File: config.mk
export PLATFORM = sky130hd
export DESIGN_NAME = string_assembler
export DESIGN_NICKNAME = d
export VERILOG_FILES = /design/src/rtl/string_assembler.sv
export SDC_FILE = /design/constraint.sdc
export NUM_CORES = 1
export LEC_CHECK = 0
export CAP_MARGIN = 20
export CORE_ASPECT_RATIO = 0.6
export CORE_MARGIN = 2
export CORE_UTILIZATION = 53
export CTS_CLUSTER_SIZE = 40
export DETAILED_ROUTE_END_ITERATION = 6
export GPL_TIMING_DRIVEN = 0
export HOLD_SLACK_MARGIN = 0.03
export PLACE_DENSITY = 0.85
export SLEW_MARGIN = 20
export SYNTH_ARGS = -nofsm -noshare
export SYNTH_HDL_FRONTEND = slang
export SYNTH_SLANG_ARGS = --single-unit
File: constraint.sdc
create_clock -name clk -period 6.65 [get_ports clk]
set_clock_uncertainty 0.2 [all_clocks]
set_input_delay 0.9975 -clock clk [delete_from_list [all_inputs] [get_ports clk]]
set_output_delay 0.9975 -clock clk [all_outputs]
set_load 0.03 [all_outputs]
File: src/rtl/string_assembler.sv
// Packs a byte-serial character stream into an 8-char, null-padded string.
// Optional idle flush of partial strings with STRING_ASM_TIMEOUT_EN.
module string_assembler #(
  parameter int TIMEOUT_CYCLES = 16
) (
  input  logic        clk,
  input  logic        reset,
  input  logic [7:0]  char_in,
  input  logic        char_valid,
  output logic        char_ready,
  output logic [63:0] string_out,
  output logic        string_valid,
  input  logic        string_ready
);

  localparam logic [0:0] COLLECT = 1'b0;
  localparam logic [0:0] HOLD    = 1'b1;

  if (TIMEOUT_CYCLES < 1 || TIMEOUT_CYCLES > 255) begin : g_bad_timeout
    $error("TIMEOUT_CYCLES out of range 1..255");
  end

  logic [0:0]  state;
  logic [2:0]  idx;
  logic [63:0] data_buf;
  logic        accept;

  assign char_ready   = (state == COLLECT);
  assign string_valid = (state == HOLD);
  assign string_out   = data_buf;
  assign accept       = char_valid & char_ready;

`ifdef STRING_ASM_TIMEOUT_EN
  localparam logic [7:0] TMO_LAST = 8'(TIMEOUT_CYCLES - 1);
  logic [7:0] idle_cnt;
`endif

  always_ff @(posedge clk or posedge reset) begin
    if (reset) begin
      state    <= COLLECT;
      idx      <= 3'd0;
      data_buf <= 64'h0;
`ifdef STRING_ASM_TIMEOUT_EN
      idle_cnt <= 8'd0;
`endif
    end else begin
      unique case (state)
        COLLECT: begin
          if (accept) begin
`ifdef STRING_ASM_TIMEOUT_EN
            idle_cnt <= 8'd0;
`endif
            if (char_in != 8'h00) begin
              data_buf[{idx, 3'b000} +: 8] <= char_in;
              idx <= idx + 3'd1;
              if (idx == 3'd7)
                state <= HOLD;
            end else begin
              // slot is already zero from the clear on handshake
              state <= HOLD;
            end
          end
`ifdef STRING_ASM_TIMEOUT_EN
          else if (idx != 3'd0) begin
            if (idle_cnt == TMO_LAST)
              state <= HOLD;
            else
              idle_cnt <= idle_cnt + 8'd1;
          end
`endif
        end
        HOLD: begin
          if (string_ready) begin
            data_buf <= 64'h0;
            idx      <= 3'd0;
            state    <= COLLECT;
`ifdef STRING_ASM_TIMEOUT_EN
            idle_cnt <= 8'd0;
`endif
          end
        end
        default: state <= COLLECT;
      endcase
    end
  end

endmodule
After elaboration in Yosys (flattened, before gate mapping). Cells that the tools add are included.

Bitwise gates (word level): 2. Reduce and logical (&&, ||, !) cells: 2. Shifts and indexed selects: 2. $add $sub $neg: 2. Muxes and demuxes: 14. Equality and inequality tests: 4.

Operators by type and width (count): $mux W64 (3); $pmux W64 S2 (1); $bwmux W64 (1); $shift A8 B8 Y64 const A (1); $shiftx A8 B8 Y64 (1); $mux W3 (3); $neg A6 Y8 (1); $reduce_bool A8 Y1 (1); $pmux W3 S2 (1); $mux W1 (4); $ne A2 B1 Y1 const B (2); $add A3 B1 Y3 const B (1); $eq A3 B3 Y1 const B (1); $reduce_and A3 Y1 (1); $ne A2 B2 Y1 const B (1); $pmux W1 S2 (1); $and A1 B1 Y1 (1); $not A1 Y1 (1).

Output and inout bits: 66. Bits in registers: 68. Word-level logic and storage cells: 29. Input bits: 12.

Depth between registers and ports, before layout.
Depth after elaboration: 6. Gate-level depth with buffers: 10. Depth with buffers taken out: 7.

Worst setup path after synthesis. Ideal clock, no wire load.

Kind: register to register. From: register idx[0]. To: register data_buf[1] (netlist: string_out[1]). Setup time: 0.126 ns. Data arrival time: 2.405 ns. Cell stages (with the launch flop): 10. Setup slack: 3.918 ns. Data required time: 6.324 ns. Period minus slack after synthesis: 2.732 ns. Path buffers: 3. Cells stage by stage: dfrtp_1 buf_2 inv_1 ha_1 ha_1 buf_2 or4b_1 a2111oi_4 buf_6 o21ai_0.

Longest elaborated chain between the ends: 6. Elaborated cells on any way between the ends: 7. Classes of those cells: add/sub: 1; shift: 2; mux: 4.

Ends and longest elaborated chain: start, declared (RTL line 24) `logic [2:0] idx;`; start signal, assigned (RTL line 55) `idx <= idx + 3'd1;`; $neg A6 Y8 (*) (RTL line 54) `data_buf[{idx, 3'b000} +: 8] <= char_in;`; $shiftx A8 B8 Y64 / $shift A8 B8 Y64 (equally long branches) (RTL line 54); $bwmux W64 (*) (RTL line 54); $mux W64 (*) (RTL line 53) `if (char_in != 8'h00) begin`; $mux W64 (*) (RTL line 49) `if (accept) begin`; $pmux W64 S2 (*) (RTL line 47) `unique case (state)`; end signal, assigned by index (RTL line 54); end, declared (RTL line 25) `logic [63:0] data_buf;`.

Every way passes the cells marked *; elsewhere a longest branch is shown, timed or not. The select of a mux whose other input is x is not followed. A chain may end at the register's enable or synchronous reset.

Final worst setup path.
From: register state (netlist: string_valid). To: output char_ready.

Longest elaborated chain between the ends: 1.

Ends and longest elaborated chain: start, declared (RTL line 23) `logic [0:0] state;`; start signal, assigned (RTL line 40) `state <= COLLECT;`; start signal, assigned (RTL line 57) `state <= HOLD;`; start signal, assigned (RTL line 60) `state <= HOLD;`; $not A1 Y1; end, declared (RTL line 10) `output logic char_ready,`.

No other way between the ends.

==> run summary <==
## Clocking
- clock edge transition at the registers on the reported setup and hold paths: 0.08 ns
- Post-CTS Resized: 0
- buffer depth of the longest clock path: 2
- clock sink count: 68
- Clk Latency, worst-skew pair: 0.35 ns
- clock buffers created by TritonCTS: 9
- post-cts hold buffer count: 0
- Root Buffer Master: clkbuf_8
- post-CTS setup-driven buffer insertion count: 0
- TritonCTS clock tree: done
- H-Tree Depth: 3

## Yosys
- cell types with the highest counts after synthesis: 68 x dfrtp_1, 51 x nand2_1, 27 x o21ai_0
- post-synth top area cell: dfrtp_1
- Post-Synthesis Cells: 290
- cell with the most instances after synthesis: dfrtp_1
- area share of the leading cell type in the synthesized netlist: 53.7%
- post-synthesis async set-or-reset flop share: 100%
- fraction of the yosys area taken by sequential cells: 53.7%
- top post-synthesis cells by area: dfrtp_1 54%, a22o_1 6.6%, nand2_1 6.0%, o21ai_0 4.3%, ha_1 2.8%
- flop and latch count out of synthesis: 68
- cell area after synthesis: 3170 µm²
- Post-Synthesis Mean Instance Area: 10.9 µm²
- number of distinct library cells after synthesis: 39
- commonest register cell after synthesis: dfrtp_1
- EDFF count, synth: 0
- yosys warns: 0
- net count after synthesis: 309

## Power
- switching component of the power: 0.980 mW
- switching part of the total power: 43.0%
- peak supply drop: 0.000277 V
- Power Dens Cells: 537 nW/µm²
- internal power component: 1.30 mW
- clock network fraction of design power: 18.3%
- Static Leakage: 1.99 nW
- Flop pwr share: 30.7%
- Logic pwr share: 51.0%

## Timing
- slew at the pin closest to its max-slew limit: 0.927 ns
- RSZ-0062 raised after global routing: false
- final slew viol count: 0
- Setup-failing EPs final: 0
- final hold vios: 0
- final hold slack: 0.307 ns
- Max transition margin: 38.1%
- Setup WS post-layout: 3.47 ns
- fraction of the cycle the final worst path needs: 47.7%
- setup TNS: 0 ns
- post-route minimum period: 3.18 ns
- maximum frequency from static timing analysis: 315 MHz

## Hold path
- Hold Path Stages: 1
- class of the tightest hold or removal check: reg2reg
- endpoint of the worst hold path: string_out[8]
- min-delay src: string_out[8]

## Floorplanning
- floorplan die height: 63.9 µm
- # rows: 21
- Top-Level Pins: 78
- starting density of the core: 55.9%
- core area: 5680 µm²
- width of the chip: 104 µm
- die area: 6640 µm²

## Route
- number of violations reported at the end of detailed-routing iteration 0: 273
- remaining design rule violation count: 0
- first-pass iteration count of the detailed router: 7
- antenna viol nets, final: 0
- vias after detailed routing: 2733
- Wirelength per Cell: 19.0 µm
- overall routed net length: 8640 µm
- Vias per Instance: 5.99

## Critical path
- startpoint of the worst register-to-register path: idx[0]
- critical path capture point type: output port
- number of cells traversed by the worst register-to-register path: 10
- critical path required time: 5.45 ns
- crit path launch type: flop
- start-to-end type of the worst setup path: reg2out
- Max Fanout on Critical Path: 10
- reg-to-reg critical path endpoint: string_out[6]
- Register-to-Register Setup Slack: 3.54 ns
- arrival time of the worst setup path: 1.98 ns

## GRT
- global route overflow: 0
- global-route wire length before repair: 14100 µm
- Total Routing Usage GR: 28.0%
- via count of the first global-routing pass: 2587
- number of antenna violations at the first check in global routing: 0
- largest net degree at the start of global routing: 54

## Run status
- status: complete, no violations

## Final layout
- final net count: 390
- fraction of final layout cells sized beyond drive strength 1: 12.5%
- antenna fix cells: 0
- Filler cells: 416
- Area Growth Syn to Fin: 33.8%

## Place
- final weighted congestion of routability-driven global placement: 0.896
- half-perimeter wire length of the detailed placement result: 5850 µm
- count of input and output buffers: 69
- worst slack at placement: 3.38 ns

## Run
- total of max-cap violations: 0

through the flow:
stage / total power [mW] / cells / utilization (%) / instance area (µm²)
final: 2.28 / 456 / 74.7 / 4240
after global routing: 2.40 / 456 / 74.7 / 4240
after CTS: 2.28 / 456 / 74.6 / 4240
after detailed placement: 1.85 / 440 / 70.3 / 3990
after global placement: 1.82 / 439 / 69.8 / 3960
after floorplan: 1.40 / 290 / - / 3170
sequential cells by signal, indices dropped and copies added, names as in the netlist:
register and flops:
string_valid 1, string_out 64, idx 3
how the worst max path moves through the flow:
| stage | startpoint | to | slack (ns) | cells past startpoint |
|---|---|---|---|---|
| detailed placement | idx[0] | string_out[61] | 3.38 | 8 |
| finish | string_valid | char_ready | 3.47 | 3 |
| floorplan | reset | idx[0] | 3.74 | 1 |
| CTS | idx[0] | string_out[61] | 3.36 | 8 |
| global placement | reset | string_out[52] | 2.69 | 2 |
| global route | idx[0] | string_out[6] | 3.44 | 10 |
critical path, cell delays in order, from the launching register on:
cell,delay (ns)
dfrtp_1,0.42
buf_1,0.45
inv_1,0.14
clkdlybuf4s50_1,0.62
cells in the final DEF (no fill, tap or decap), types with 2 or more instances in the layout:
| master | Yosys | final |
|---|---|---|
| clkdlybuf4s50_1 | 0 | 69 |
| nor3_1 | 3 | 3 |
| buf_2 | 11 | 11 |
| nor2_1 | 8 | 8 |
| nand3_1 | 3 | 3 |
| dfrtp_1 | 68 | 68 |
| inv_1 | 8 | 7 |
| bufinv_16 | 0 | 3 |
| o22ai_2 | 3 | 3 |
| a32oi_1 | 8 | 8 |
| o21ai_0 | 27 | 27 |
| a32o_1 | 8 | 8 |
| nand2_1 | 51 | 51 |
| inv_6 | 0 | 2 |
| a22o_1 | 24 | 24 |
| clkbuf_1 | 8 | 8 |
| a22oi_1 | 8 | 8 |
| ha_1 | 7 | 7 |
| mux2i_1 | 8 | 8 |
| nor4_4 | 2 | 2 |
| and3_1 | 11 | 11 |
| buf_6 | 2 | 2 |
| clkbuf_8 | 0 | 9 |
| or3b_2 | 2 | 2 |
power groups by stage:
| stage | clock (mW) | combinational (mW) | sequential (mW) |
|---|---|---|---|
| floorplan | 0 | 0.417 | 0.986 |
| global placement | 0 | 1.12 | 0.695 |
| detailed placement | 0 | 1.15 | 0.703 |
| CTS | 0.422 | 1.16 | 0.697 |
| global route | 0.443 | 1.24 | 0.719 |
| finish | 0.417 | 1.16 | 0.698 |
cell families (layout without fill, tap and decap cells):
logic type / Yosys count / after routing / synth area share [%]
AOI/OAI and AO/OA: 88 / 88 / 22.5
and+or+nand+nor: 87 / 87 / 13.7
muxes: 8 / 8 / 2.53
buffers and inverters: 32 / 118 / 4.85
DFF: 68 / 68 / 53.7
adders and majority gates: 7 / 7 / 2.76
layer usage:
metal / vias up / GRT usage [%] / part of all wire, %
met2: 148 / 41.4 / 44
li1: 1222 / - / -
met4: 0 / 9.63 / 1.9
met3: 24 / 7.14 / 8.8
met5: - / 0 / 0
met1: 1339 / 40.4 / 45
area by class of cell:
cell class	count	area [µm²]	share of cell area (%)
well taps	80	100	2.36
clock buffers	9	124	2.92
clock inverters	7	121	2.86
inverters	8	32.5	0.767
repair buffers	70	718	16.9
flip-flops and latches	68	1700	40.1
multi-input cells	190	1320	31.1
plain buffers	24	124	2.92
(Power assumes the default switching activity.)
